**src/rtl/axi_txn_limiter_pkg.sv**
```systemverilog
// Shared types for the AXI/ACE outstanding-transaction limiter.
// Default request/response structs match the cache subsystem master port.
package axi_txn_limiter_pkg;

   typedef enum logic [1:0] {
      RUN,
      DRAIN,
      QUIESCED
   } state_e;

   localparam int unsigned StatW = 32;
   localparam int unsigned IdW   = 4;
   localparam int unsigned AddrW = 32;
   localparam int unsigned DataW = 64;

   typedef struct packed {
      logic [IdW-1:0]   id;
      logic [AddrW-1:0] addr;
      logic [7:0]       len;
      logic [2:0]       size;
      logic [1:0]       burst;
      logic [1:0]       domain;
      logic [3:0]       snoop;
      logic [1:0]       bar;
   } ax_chan_t;

   typedef struct packed {
      logic [DataW-1:0]   data;
      logic [DataW/8-1:0] strb;
      logic               last;
   } w_chan_t;

   typedef struct packed {
      logic [IdW-1:0] id;
      logic [1:0]     resp;
   } b_chan_t;

   typedef struct packed {
      logic [IdW-1:0]   id;
      logic [DataW-1:0] data;
      logic [3:0]       resp;
      logic             last;
   } r_chan_t;

   typedef struct packed {
      logic [AddrW-1:0] addr;
      logic [3:0]       snoop;
      logic [2:0]       prot;
   } ac_chan_t;

   typedef struct packed {
      logic [DataW-1:0] data;
      logic             last;
   } cd_chan_t;

   typedef struct packed {
      ax_chan_t   aw;
      logic       aw_valid;
      w_chan_t    w;
      logic       w_valid;
      logic       b_ready;
      ax_chan_t   ar;
      logic       ar_valid;
      logic       r_ready;
      logic       wack;
      logic       rack;
      logic       ac_ready;
      logic [4:0] cr_resp;
      logic       cr_valid;
      cd_chan_t   cd;
      logic       cd_valid;
   } req_t;

   typedef struct packed {
      logic     aw_ready;
      logic     ar_ready;
      logic     w_ready;
      b_chan_t  b;
      logic     b_valid;
      r_chan_t  r;
      logic     r_valid;
      ac_chan_t ac;
      logic     ac_valid;
      logic     cr_ready;
      logic     cd_ready;
   } rsp_t;

   function automatic logic [StatW-1:0] sat_inc(input logic [StatW-1:0] v);
      return (&v) ? v : v + 1'b1;
   endfunction

endpackage

```
**src/rtl/axi_txn_counter.sv**
```systemverilog
// Outstanding-transaction counter with full/zero flags.
// A decrement at zero holds the count and raises underflow.
module axi_txn_counter #(
   parameter int unsigned Max = 4,
   parameter int unsigned W   = $clog2(Max + 1)
) (
   input  logic         clk,
   input  logic         rst_n,
   input  logic         inc,
   input  logic         dec,
   output logic [W-1:0] cnt,
   output logic         full,
   output logic         zero,
   output logic         underflow
);

   logic [W-1:0] cnt_q;

   assign cnt       = cnt_q;
   assign full      = (cnt_q >= W'(Max));
   assign zero      = (cnt_q == '0);
   assign underflow = dec & ~inc & zero;

   always_ff @(posedge clk) begin
      if (!rst_n) begin
         cnt_q <= '0;
      end else if (inc & ~dec & ~full) begin
         cnt_q <= cnt_q + 1'b1;
      end else if (dec & ~inc & ~zero) begin
         cnt_q <= cnt_q - 1'b1;
      end
   end

endmodule

```
**src/rtl/axi_txn_limiter.sv**
```systemverilog
// Caps outstanding AXI/ACE reads and writes with a drain/quiesce handshake.
// Define AXI_TXN_LIMITER_STATS_EN for the AR/AW stall-cycle counters.
module axi_txn_limiter
   import axi_txn_limiter_pkg::*;
#(
   parameter int unsigned MaxReads  = 4,
   parameter int unsigned MaxWrites = 4,
   parameter type axi_req_t = req_t,
   parameter type axi_rsp_t = rsp_t,
   localparam int unsigned RdCntW = $clog2(MaxReads + 1),
   localparam int unsigned WrCntW = $clog2(MaxWrites + 1)
) (
   input  logic              clk_i,
   input  logic              rst_ni,
   input  logic              drain_req_i,
   output logic              drain_ack_o,
   output logic              idle_o,
   output logic [RdCntW-1:0] rd_outstanding_o,
   output logic [WrCntW-1:0] wr_outstanding_o,
   output logic              err_o,
`ifdef AXI_TXN_LIMITER_STATS_EN
   output logic [StatW-1:0]  rd_stall_cnt_o,
   output logic [StatW-1:0]  wr_stall_cnt_o,
`endif
   input  axi_req_t          slv_req_i,
   output axi_rsp_t          slv_rsp_o,
   output axi_req_t          mst_req_o,
   input  axi_rsp_t          mst_rsp_i
);

   state_e state_q, state_d;

   logic open_ar, open_aw;
   logic ar_pass, aw_pass;
   logic ar_pend_q, aw_pend_q;
   logic ar_hs, aw_hs, r_done, b_done;
   logic rd_full, rd_zero, rd_uf;
   logic wr_full, wr_zero, wr_uf;
   logic err_q;

   assign open_ar = ~rd_full & (state_q == RUN);
   assign open_aw = ~wr_full & (state_q == RUN);
   // A pending offer bypasses the gate so a presented valid is never withdrawn.
   assign ar_pass = open_ar | ar_pend_q;
   assign aw_pass = open_aw | aw_pend_q;

   always_comb begin
      mst_req_o          = slv_req_i;
      slv_rsp_o          = mst_rsp_i;
      mst_req_o.ar_valid = slv_req_i.ar_valid & ar_pass;
      mst_req_o.aw_valid = slv_req_i.aw_valid & aw_pass;
      slv_rsp_o.ar_ready = mst_rsp_i.ar_ready & ar_pass;
      slv_rsp_o.aw_ready = mst_rsp_i.aw_ready & aw_pass;
   end

   assign ar_hs  = slv_req_i.ar_valid & ar_pass & mst_rsp_i.ar_ready;
   assign aw_hs  = slv_req_i.aw_valid & aw_pass & mst_rsp_i.aw_ready;
   assign r_done = mst_rsp_i.r_valid & slv_req_i.r_ready & mst_rsp_i.r.last;
   assign b_done = mst_rsp_i.b_valid & slv_req_i.b_ready;

   axi_txn_counter #(
      .Max (MaxReads),
      .W   (RdCntW)
   ) u_rd_cnt (
      .clk       (clk_i),
      .rst_n     (rst_ni),
      .inc       (ar_hs),
      .dec       (r_done),
      .cnt       (rd_outstanding_o),
      .full      (rd_full),
      .zero      (rd_zero),
      .underflow (rd_uf)
   );

   axi_txn_counter #(
      .Max (MaxWrites),
      .W   (WrCntW)
   ) u_wr_cnt (
      .clk       (clk_i),
      .rst_n     (rst_ni),
      .inc       (aw_hs),
      .dec       (b_done),
      .cnt       (wr_outstanding_o),
      .full      (wr_full),
      .zero      (wr_zero),
      .underflow (wr_uf)
   );

   always_ff @(posedge clk_i) begin
      if (!rst_ni) begin
         ar_pend_q <= 1'b0;
         aw_pend_q <= 1'b0;
         err_q     <= 1'b0;
      end else begin
         if (ar_hs) begin
            ar_pend_q <= 1'b0;
         end else if (mst_req_o.ar_valid) begin
            ar_pend_q <= 1'b1;
         end
         if (aw_hs) begin
            aw_pend_q <= 1'b0;
         end else if (mst_req_o.aw_valid) begin
            aw_pend_q <= 1'b1;
         end
         err_q <= err_q | rd_uf | wr_uf;
      end
   end

   always_ff @(posedge clk_i) begin
      if (!rst_ni) begin
         state_q <= RUN;
      end else begin
         state_q <= state_d;
      end
   end

   always_comb begin
      state_d = state_q;
      unique case (state_q)
         RUN: begin
            if (drain_req_i) state_d = DRAIN;
         end
         DRAIN: begin
            if (!drain_req_i) begin
               state_d = RUN;
            end else if (idle_o) begin
               state_d = QUIESCED;
            end
         end
         QUIESCED: begin
            if (!drain_req_i) state_d = RUN;
         end
         default: state_d = RUN;
      endcase
   end

   assign idle_o      = rd_zero & wr_zero & ~ar_pend_q & ~aw_pend_q;
   assign drain_ack_o = (state_q == QUIESCED);
   assign err_o       = err_q;

`ifdef AXI_TXN_LIMITER_STATS_EN
   logic [StatW-1:0] rd_stall_q, wr_stall_q;

   always_ff @(posedge clk_i) begin
      if (!rst_ni) begin
         rd_stall_q <= '0;
         wr_stall_q <= '0;
      end else begin
         if (slv_req_i.ar_valid & ~ar_pass) rd_stall_q <= sat_inc(rd_stall_q);
         if (slv_req_i.aw_valid & ~aw_pass) wr_stall_q <= sat_inc(wr_stall_q);
      end
   end

   assign rd_stall_cnt_o = rd_stall_q;
   assign wr_stall_cnt_o = wr_stall_q;
`endif

endmodule
```
**config.mk**
```make
export PLATFORM = sky130hd
export DESIGN_NAME = axi_txn_limiter
export DESIGN_NICKNAME = d
export VERILOG_FILES = /design/src/rtl/axi_txn_limiter_pkg.sv /design/src/rtl/axi_txn_counter.sv /design/src/rtl/axi_txn_limiter.sv
export SDC_FILE = /design/constraint.sdc
export NUM_CORES = 1
export LEC_CHECK = 0
export CAP_MARGIN = 40
export CORE_AREA = 2 2 311 313
export CTS_CLUSTER_DIAMETER = 40
export CTS_CLUSTER_SIZE = 12
export DETAILED_ROUTE_END_ITERATION = 8
export DIE_AREA = 0 0 313 315
export PLACE_DENSITY_LB_ADDON = 0.25
export SETUP_SLACK_MARGIN = 0.4
export SYNTH_ARGS = -nofsm -noshare
export SYNTH_HDL_FRONTEND = slang
export SYNTH_SLANG_ARGS = --single-unit
```
**constraint.sdc**
```tcl
create_clock -name clk_i -period 3.2 [get_ports clk_i]
set_input_delay 0.32 -clock clk_i [delete_from_list [all_inputs] [get_ports clk_i]]
set_output_delay 0.32 -clock clk_i [all_outputs]
set_load 0.02 [all_outputs]
```
## Word-level counts from Yosys, hierarchy flattened

Cells that the tools add are included.

- Add/subtract/negate cells: 4
- Magnitude comparators: 2
- Eq/ne operators: 5
- Muxes and demuxes: 9
- Bitwise logic cells: 39
- Reduce and logical (&&, ||, !) cells: 8

Operator list:

| cell | number |
|---|---|
| bitwise AND 1 bit | 24 |
| two-way mux 3 bit | 4 |
| NOT 1 bit | 11 |
| two-way mux 2 bit | 4 |
| adder 3 x 1 -> 3 bit, second input constant | 2 |
| greater-or-equal comparator 3 bit, second input constant | 2 |
| zero test 3 bit | 2 |
| case mux 2 bit (3 select lines) | 1 |
| subtractor 3 x 1 -> 3 bit, second input constant | 2 |
| inequality test 2 bit, second input constant | 2 |
| bitwise OR 1 bit | 4 |
| nonzero test 2 bit | 2 |
| OR reduction 2 bit | 2 |
| inequality test 3 bit, second input constant | 1 |
| AND reduction 3 bit | 1 |
| == test 2 x 1 -> 1 bit, second input constant | 1 |
| == test 2 bit, second input constant | 1 |
| zero test 2 bit | 1 |

- Bits in registers: 11
- Input port bits: 396
- Output and inout port bits: 402
- Logic and storage cells: 73

## Logic depth before layout (Yosys ltp)

- Word-level depth: 11
- Gate-level depth with buffers: 7
- Depth with buffers taken out: 7

## Hierarchy

Synthesis repeated with hierarchy kept, for this count alone.

- Cell total of the unflattened synthesis: 476
- Area total of the unflattened synthesis: 3,721.1 µm²

Modules (own cells, without submodules):

| module | times used | cells an instance | area each (µm²) | seq. area each (µm²) |
|---|---|---|---|---|
| axi_txn_limiter | 1 | 419 | 3,218.1 | 100.1 |
| axi_txn_counter (u_wr_cnt) | 1 | 29 | 255.2 | 60.1 |
| axi_txn_counter (u_rd_cnt) | 1 | 28 | 247.7 | 60.1 |

## Least setup slack after synthesis

OpenSTA, ideal clock, no wires.

- Kind: flip-flop to flip-flop
- From: register u_wr_cnt.cnt_q[2], in the netlist u_wr_cnt.cnt[2]
- To: register u_wr_cnt.cnt_q[2], in the netlist u_wr_cnt.cnt[2]
- Library setup time: 0.124 ns
- Arrival time: 1.881 ns
- Data required time: 3.076 ns
- Path slack: 1.195 ns
- Stages on the path, launching flop included: 8
- Path buffers: 0
- Period minus slack after synthesis: 2.005 ns
- Cell sequence: dfxtp_1 -> nor3_4 -> o21a_1 -> nand3_1 -> fa_1 -> and2_1 -> a31oi_1 -> a31oi_1

RTL lines:

| element | line | source |
|---|---|---|
| start: declaration | axi_txn_counter.sv:17 | `logic [W-1:0] cnt_q;` |
| start signal: assignment | axi_txn_counter.sv:28 | `cnt_q <= cnt_q + 1'b1;` |
| start signal: assignment | axi_txn_counter.sv:30 | `cnt_q <= cnt_q - 1'b1;` |

==> impl_metrics.toml <==
[timing]
maxSlewViolCount = 0
setup_tns_ns = 0
period_share = 0.728
setup_slack_ns = 0.872
fmax_ghz = 0.429
worst_pin_slew_ns = 0.797
layout_min_cycle_time_ns = 2.33
rsz0062_at_grt = "no"
setup_viol = 0
skew_ns = 0.00336
maxSlewHeadroom = 0.465
finalHoldViolCount = 0

[cts]
cts_buffer_depth = 2
ctsHoldBuffers = 0
path_clk_slew_ns = 0.05
post_cts_buffers = 0
root_buffer = "clkbuf_16"
cts.sinks = 11
insertion_delay_ns = 0.26
cts_buffers = 3
cts_tree = "yes"
htree_levels = 1
cts_resized = 0

[finish]
areaGrowthSynthToFinish_pct = -25.6
seqCellArea_um2 = 220
multi_input_area_um2 = 465
fin_util = 0.0282
layout.nets = 507
drive_gt1_frac = 0.157
fillerInstances = 11400

[outcome]
status = "finished, final reports clean"

[drt]
detailroute.via_count = 1319
routed_via_density = 0.951
drt_pass1_iterations = 4
post_drt_wl_per_cell_um = 11.9
drt_iter0_markers = 99
ant_nets = 0
drc = 0
wirelength_um = 16500

[synthesis]
synth_fp_nets = 860
yosysWarningCount = 0
synthCells = 462
yosysUniqueCellTypes = 29
ys_ff_latch = 11
syn_avg_cell_area_um2 = 7.84
synth-seq-area-share = 0.0608
synth-edff-count = 0
syn_area_mm2 = 0.00362
synthFlopType = "dfxtp_1"
ys_async_sr_fraction = 0

[grt]
grt_pass1_wl_um = 19100
overflow = 0
grt_usage = 0.0322
grt_max_degree = 14
grt_pass1_vias = 1482
antenna_found_initial = 0

[die]
core-area_mm2 = 0.0957
start_util = 0.0378
pin_count = 798
rows = 114
die_y_um = 315
die_area_mm2 = 0.0986
dieWidth_um = 313

[critical_path]
required_ns = 2.88
crit_path_end_kind = "output pin"
crit_buf_inv = 1
max_stage_delay_ns = 0.63
critPathArrivalTime_ns = 2.01
critPathMaxFanout = 5
critPathTopFamily = "buffers and inverters"
cp_cell_sequence = "nor3_4, o21a_1, clkdlybuf4s50_1"
start_kind = "flip-flop"
crit_type = "reg2out"
crit_path_top_delay_cell = "clkdlybuf4s50_1"

[place]
pre_cts_ws_ns = 0.910
dp_hpwl_um = 14200
port_buffers = 29
finalWeightedCongestion = 0.543

[power_and_ir_drop]
ir_worst_vdd_mv = 0.144
leakagePower_nw = 0.473
power_density_mw_per_mm2 = 301
totalPowerFinal_uw = 812

[run]
cap_violations = 0

[min_path]
hp-class = "reg2reg"
[worst min-delay path, delay by kind of cell, from the launching register on]
kind             cells  cell delay, ns
DFF                  1            0.35
muxes                1            0.06
and+or+nand+nor      1            0.07
[routing by layer]
metal  part of all wire  track usage  vias up
met1               0.21       0.0193      459
met4               0.20       0.0568        0
met2               0.33       0.0347      321
li1                   -            -      347
met5                  0            0        -
met3               0.26       0.0396      192
[Yosys cell counts, types with 3 or more instances]
master   instances  area [µm²]
buf_4          389        2920
dfxtp_1         11         220
nand2_1          8        30.0
nor2_1           7        26.3
mux2i_1          4        40.0
nand3_1          4        20.0
o21a_1           4        30.0
a31oi_1          3        18.8
nand4_1          3        18.8
o211a_1          3        30.0
[logic make-up after synthesis]
logic type	after synthesis	share of synthesized area
buffers and inverters	392	0.811
adders and majority gates	2	0.0111
DFF	11	0.0608
muxes	6	0.0187
and+or+nand+nor	34	0.0563
AOI/OAI and AO/OA	17	0.0425
[final timing paths]
kind                                start  depth (start not counted)                            to  slack [ns]
min reg2reg  u_wr_cnt.cnt[1]$_SDFFE_PN0P_                          2  u_wr_cnt.cnt[1]$_SDFFE_PN0P_        0.54
max               state_q[0]$_SDFFE_PN0P_                          3                mst_req_o[209]        0.87
max reg2reg       state_q[0]$_SDFFE_PN0P_                          7  u_wr_cnt.cnt[2]$_SDFFE_PN0P_        1.01
min          u_wr_cnt.cnt[1]$_SDFFE_PN0P_                          2  u_wr_cnt.cnt[1]$_SDFFE_PN0P_        0.54
[area by class of cell]
class                           count  area share
Tap cell                         1276       0.592
Clock inverter                      1     0.00186
Multi-Input combinational cell     59       0.173
Antenna cell                        3     0.00279
Timing Repair Buffer               32       0.118
Inverter                            2     0.00279
Sequential cell                    11      0.0817
Clock buffer                        3      0.0279
[registers in the layout, indices dropped and copies added, names as in the netlist]
name	cells
u_wr_cnt.cnt	3
err_o	1
state_q	2
u_rd_cnt.cnt	3
aw_pend_q	1
ar_pend_q	1
[stage by stage]
step	area [µm²]	cells	hold WS [ns]
2_1_floorplan	3620	462	0.468
5_1_grt	2690	1384	0.571
3_5_place_dp	2610	1380	0.527
3_3_place_gp	2590	1379	0.531
4_1_cts	2690	1384	0.538
6_report	2700	1387	0.535
[cell usage in the layout (no fill, tap or decap), drive strengths merged, types with 2 or more instances in the layout]
| cell type | n |
|---|---|
| inv | 2 |
| nor2 | 7 |
| and3 | 2 |
| nor3 | 4 |
| nand3 | 4 |
| diode | 3 |
| fa | 2 |
| dfxtp | 11 |
| buf | 4 |
| o211a | 3 |
| a21oi | 2 |
| clkbuf | 3 |
| clkdlybuf4s50 | 28 |
| a31oi | 3 |
| mux2i | 6 |
| nand2 | 8 |
| o211ai | 2 |
| nand4 | 3 |
| o21a | 4 |
[where the power goes]
group,internal (mW),switching [mW]
sequential,0.159,0.0558
clock,0.168,0.0943
combinational,0.142,0.193
(Power assumes the default switching activity.)
